## src/rtl/record_pkg.sv

```systemverilog
// Shared constants for the record unit.
package record_pkg;

    localparam int unsigned WORD_W    = 32;
    localparam int unsigned IDX_W     = 6;
    localparam int unsigned LAST_IDX  = 31;
    localparam logic [31:0] TOTAL_MAX = 32'hFFFF_FFFF;

endpackage

```

## src/rtl/bit_sync.sv

```systemverilog
// N-flop synchronizer for a single asynchronous bit, cleared by reset.
module bit_sync #(
    parameter int unsigned STAGES = 2
) (
    input  logic clk,
    input  logic rst,
    input  logic d,
    output logic q
);

    logic [STAGES-1:0] sync_q;

    // Shift the raw bit through the synchronizer chain.
    always_ff @(posedge clk) begin
        if (rst) begin
            sync_q <= '0;
        end else begin
            sync_q <= {sync_q[STAGES-2:0], d};
        end
    end

    assign q = sync_q[STAGES-1];

endmodule

```

## src/rtl/record_unit.sv

```systemverilog
// Serial-to-parallel capture: samples synchronized dIn on samplePulse while
// enabled, assembles MSB-first words and keeps a saturating ones count.
module record_unit #(
    parameter int unsigned WORD_W      = 32,
    parameter int unsigned SYNC_STAGES = 2
) (
    input  logic              clk,
    input  logic              resetN,
    input  logic              dIn,
    input  logic              samplePulse,
    input  logic              enable,
    output logic [WORD_W-1:0] recordedOut,
    output logic              dataValid,
    output logic [WORD_W-1:0] runningTotal,
    output logic [5:0]        incrementer
);

    import record_pkg::*;

    logic              din_s;
    logic [WORD_W-1:0] shreg_q, shreg_d;
    logic [WORD_W-1:0] word_q, word_d;
    logic [WORD_W-1:0] total_q, total_d;
    logic [IDX_W-1:0]  idx_q, idx_d;
    logic              valid_q, valid_d;

    bit_sync #(
        .STAGES (SYNC_STAGES)
    ) u_sync (
        .clk (clk),
        .rst (resetN),
        .d   (dIn),
        .q   (din_s)
    );

    // Next-state: sample on pulse while enabled; dropping enable discards the partial word.
    always_comb begin
        shreg_d = shreg_q;
        word_d  = word_q;
        total_d = total_q;
        idx_d   = idx_q;
        valid_d = 1'b0;
        if (!enable) begin
            shreg_d = '0;
            idx_d   = '0;
        end else if (samplePulse) begin
            if (din_s && (total_q != TOTAL_MAX)) begin
                total_d = total_q + 32'd1;
            end
            if (idx_q == IDX_W'(LAST_IDX)) begin
                word_d  = {shreg_q[WORD_W-2:0], din_s};
                valid_d = 1'b1;
                idx_d   = '0;
                shreg_d = '0;
            end else begin
                shreg_d = {shreg_q[WORD_W-2:0], din_s};
                idx_d   = idx_q + 6'd1;
            end
        end
    end

    // State registers; reset wins over any sample.
    always_ff @(posedge clk) begin
        if (resetN) begin
            shreg_q <= '0;
            word_q  <= '0;
            total_q <= '0;
            idx_q   <= '0;
            valid_q <= 1'b0;
        end else begin
            shreg_q <= shreg_d;
            word_q  <= word_d;
            total_q <= total_d;
            idx_q   <= idx_d;
            valid_q <= valid_d;
        end
    end

    assign recordedOut  = word_q;
    assign dataValid    = valid_q;
    assign runningTotal = total_q;
    assign incrementer  = idx_q;

endmodule

```

## config.mk

```make
export PLATFORM = sky130hd
export DESIGN_NAME = record_unit
export DESIGN_NICKNAME = d
export VERILOG_FILES = /design/src/rtl/record_pkg.sv /design/src/rtl/bit_sync.sv /design/src/rtl/record_unit.sv
export SDC_FILE = /design/constraint.sdc
export NUM_CORES = 1
export LEC_CHECK = 0
export ABC_CLOCK_PERIOD_IN_PS = 2500
export BUFFER_PORTS_ARGS = -buffer_cell sky130_fd_sc_hd__buf_2
export CORE_MARGIN = 4
export CORE_UTILIZATION = 54
export DETAILED_ROUTE_END_ITERATION = 12
export PLACE_DENSITY = 0.83
export SLEW_MARGIN = 20
export SYNTH_ARGS = -nofsm -noshare
export SYNTH_HDL_FRONTEND = slang
export SYNTH_SLANG_ARGS = --single-unit
```

## constraint.sdc

```tcl
create_clock -name clk -period 2.5 [get_ports clk]
set_input_delay 0.75 -clock clk [delete_from_list [all_inputs] [get_ports clk]]
set_output_delay 0.75 -clock clk [all_outputs]
set_load 0.01 [all_outputs]
```

### After elaboration in Yosys (flattened, before gate mapping)

Cells that the tools add are included.
W data, S select, Z words.

* flip-flop bits (word level): 104
* input port bits: 5
* logic and storage cells: 20

* add/subtract/negate cells: 2
* equality and inequality tests: 2
* muxes and demuxes: 3
* bitwise logic cells: 2
* reduce and logical (&&, ||, !) cells: 5

Operator list (number)
* $add A32 B1 Y32 const B: 1
* $ne A32 B32 Y1 const B: 1
* $mux W31: 1
* $add A6 B1 Y6 const B: 1
* $eq A6 B5 Y1 const B: 1
* $mux W6: 1
* $reduce_and A3 Y1: 2
* $reduce_or A3 Y1: 1
* $not A1 Y1: 2
* $reduce_or A2 Y1: 1
* $logic_and A1 B1 Y1: 1
* $mux W1: 1

### Longest topological paths before layout

* word-level depth: 3
* gate-level depth with buffers: 8
* depth with buffers taken out: 6

### Cells and area by module

A second synthesis with hierarchy kept.

* cell total of the unflattened synthesis: 507
* area total of the unflattened synthesis: 4187.8 sq um

Modules (own cells, without submodules)
* record_unit: times used 1, cells an instance 503, area an instance 4135.2 sq um, sequential area each 2042.0 sq um
* bit_sync: times used 1, cells an instance 4, area an instance 52.6 sq um, sequential area each 40.0 sq um

### Worst setup path after synthesis

OpenSTA, ideal clock, no wires.

* path type: in2reg
* start: in enable
* end: reg total_q[27] (netlist: runningTotal[27])
* library setup time: 0.121 ns
* arrival: 2.117 ns
* data required time: 2.379 ns
* path slack: 0.262 ns
* stages: 7
* cells stage by stage: and3_1 buf_1 nand2_1 a211o_1 buf_4 nor3_1 mux2_2

* word-level cells in the longest chain between the ends: 1

RTL lines
* start, declared: RTL line record_unit.sv:11 `input logic enable,`
* $reduce_and A3 Y1 (no line)
* end signal, assigned: RTL line record_unit.sv:73 `total_q <= total_d;`
* end, declared: RTL line record_unit.sv:23 `logic [WORD_W-1:0] total_q, total_d;`

No other way between the ends.
A chain may end at the register's enable or synchronous reset.

### Worst setup path after layout

* start: reg total_q[4] (netlist: runningTotal[4])
* end: reg total_q[27] (netlist: runningTotal[27])

* word-level cells in the longest chain between the ends: 3
* elaborated cells on any way between the ends: 4

RTL lines
* branches (longest 3 deep; another with $add A32 B1 Y32)

Several ways; the timed one is not identified.

==> flow_metrics.py <==
metrics = {
    "finish": {
        "layout_common_cells": "dfxtp_1 (104), nand2_1 (80), buf_2 (75), nor2_1 (68), a21oi_1 (68)",
        "final_common_cell": "dfxtp_1",
        "fin_nets": 581,
        "regArea_sq_mm": 0.002082,
        "nFillCells": 660,
        "num_antenna_cells": 0,
        "drive_gt1_share_pct": 20.55,
        "multi_input_area_sq_mm": 0.002046,
        "area_growth_pct": 16.09,
    },
    "yosys": {
        "yosys.area_share.adder_pct": 0.5850,
        "yosysSeqAreaShare_pct": 48.67,
        "synth_top_family_by_area": "simple AND/OR/NAND/NOR gates",
        "syn_inst": 506,
        "synth_seq_cells": 104,
        "synth.avg_cell_area_sq_um": 8.454,
        "yosysWarningCount": 0,
        "synth-edff-count": 0,
        "synth_compound_area_share_pct": 13.25,
        "synth_ff_type": "dfxtp_1",
        "synth_area_sq_mm": 0.004278,
        "ys_types": 45,
        "synthSimpleGateAreaFrac_pct": 27.00,
        "synth_mux_area_share_pct": 2.808,
        "synth_xor_area_share_pct": 4.095,
        "synth_fp_nets": 513,
        "async_flop_share_pct": 0,
    },
    "grt": {
        "grtUsageTotal_pct": 19.93,
        "grt_pass1_wl_microns": 15850,
        "antenna_found_initial": 0,
        "grt_pass1_vias": 3409,
        "gr-total-overflow": 0,
        "grt_start_max_net_pins": 52,
    },
    "sta": {
        "fin_skew_ns": 0.009994,
        "setup_viol_count_final": 0,
        "rsz0062_at_grt": "false",
        "hold_viol_final": 0,
        "timing.final.ws_setup_ns": 0.2465,
        "slew_headroom_pct": 56.58,
        "worst_slew_pin_slew_ns": 0.6349,
        "period_share_pct": 90.14,
        "setup_tns_ns": 0,
        "timing.fmax_mhz": 443.8,
        "slew_viol_final": 0,
        "finalCriticalPeriod_ns": 2.254,
    },
    "worst_setup_path": {
        "critPathSlowestCell": "dfxtp_1",
        "critical-path-max-stage-delay_ns": 0.44,
        "path_cells": "and4_1, nand4_1, a211o_1, nor3_1, mux2_2",
        "critical_path_class": "flop to flop",
        "critPathCaptureType": "flop",
        "critPathArrivalTime_ns": 2.51,
        "critPathBufInv": 0,
        "startpoint_type": "flop",
        "crit_required_ns": 2.76,
        "cp_top_family": "simple AND/OR/NAND/NOR gates",
        "path_max_fanout": 11,
    },
    "clocking": {
        "ctsHoldBuffers": 0,
        "htreeDepth": 3,
        "insertion_delay_ns": 0.36,
        "clock-sinks": 104,
        "cts_buffer_depth": 2,
        "cts_root_buf": "clkbuf_8",
        "clk_pin_slew_ns": 0.10,
        "cts_buffers": 9,
        "postCtsSetupBuffers": 0,
        "cts_tree": "built",
        "cts.repair.resized": 0,
    },
    "detailed_routing": {
        "firstDrtPassIters": 5,
        "ant_nets": 0,
        "viasPerCell": 5.458,
        "routed_wl_microns": 9409,
        "drtIter0Drc": 208,
        "wl_met1_microns": 3992,
        "wl_met3_microns": 692,
        "route.detailed.drc": 0,
        "top_layer": "met4",
        "vias": 3717,
        "met2_length_microns": 4595,
        "wl_per_cell_microns": 13.82,
    },
    "die": {
        "rows": 32,
        "die_h_microns": 97.01,
        "start_util_pct": 55.36,
        "die_x_microns": 97.01,
        "ios": 76,
        "die_area_sq_mm": 0.009410,
        "core_sq_mm": 0.007727,
    },
    "placement": {
        "place_hpwl_microns": 6473,
        "gp_congestion": 0.9007,
        "pre_cts_ws_ns": 0.1516,
        "numPortBuffers": 75,
    },
    "power": {
        "p_per_area_mw_per_mm2": 558.3,
        "p_leak_uw": 0.001953,
        "ir_drop_v": 0.0004147,
    },
    "job": {
        "max-cap-violations": 0,
    },
    "min_path": {
        "hp-class": "flop to flop",
    },
    "run_status": {
        "status": "finished clean",
    },
}
## routing by layer
layer / vias up / track usage, %
li1: 1845 / -
met1: 1734 / 25.18
met2: 125 / 32.59
met3: 13 / 6.489
met4: 0 / 5.724
met5: - / 0
## worst paths after layout
path | start | endpoint | slack (ns) | cells past startpoint
max | runningTotal[4] | runningTotal[27] | 0.25 | 5
min | u_sync.sync_q[0] | u_sync.sync_q[1] | 0.45 | 1
max reg2reg | runningTotal[4] | runningTotal[27] | 0.25 | 5
min reg2reg | u_sync.sync_q[0] | u_sync.sync_q[1] | 0.45 | 1
## cells by family (layout without fill, tap and decap cells)
family,Yosys count,in the layout
xor+xnor,20,20
mux,11,11
flops,104,104
buf+inv,35,108
compound gates,97,97
fa+ha+maj,2,2
simple gates,237,237
## synthesized netlist by cell type (2+ instances only)
cell type,n,area [sq um]
a2111oi_0,4,35.03
a211oi_1,2,15.01
a21oi_1,68,340.3
a311oi_1,3,26.28
a31o_2,2,17.52
a31oi_1,6,37.54
and2_1,2,12.51
and3_1,4,25.02
and4_1,6,52.55
and4_2,2,20.02
buf_1,3,11.26
buf_2,3,15.01
buf_6,2,22.52
clkbuf_1,23,86.33
dfxtp_1,104,2082
ha_1,2,25.02
inv_1,3,11.26
mux2_2,4,45.04
mux2i_1,6,60.06
nand2_1,80,300.3
nand2b_1,5,31.28
nand3_1,12,60.06
nand4_1,7,43.79
nor2_1,68,255.2
nor2b_1,35,219.0
nor3_1,2,10.01
o21ai_0,6,30.03
or3_1,7,43.79
xnor2_1,15,131.4
xor2_1,5,43.79
## metrics by stage
stage | area, sq um | hold slack [ns] | total power [uW] | cells | util [%]
floorplan | 4278 | 0.4138 | 1749 | 506 | -
global placement | 4772 | 0.4322 | 1774 | 665 | 61.76
detailed placement | 4772 | 0.4308 | 1776 | 665 | 61.76
CTS | 4966 | 0.4588 | 2803 | 681 | 64.26
global route | 4966 | 0.4685 | 2876 | 681 | 64.26
finish | 4966 | 0.4513 | 2773 | 681 | 64.26
## where the power goes
group          internal, uW  total (uW)  leakage (uW)  switching, uW
clock network           469        1040      0.000101            566
logic                  23.2        76.1       0.00101           52.9
registers              1660        1660      0.000838           2.96
## area by class of cell
type,count,share of cell area (%)
clock buffer,10,2.570
clock inverter,6,1.335
inverter,3,0.2268
multi-input combinational,367,41.19
sequential,104,41.93
tap,102,2.570
timing repair buffer,89,10.18
## flip-flops by register name, indices dropped and copies added, names as in the netlist
register       count
dataValid          1
incrementer        6
recordedOut       32
runningTotal      32
shreg_q           31
u_sync.sync_q      2
No activity file was read; power rests on OpenSTA's default activity.
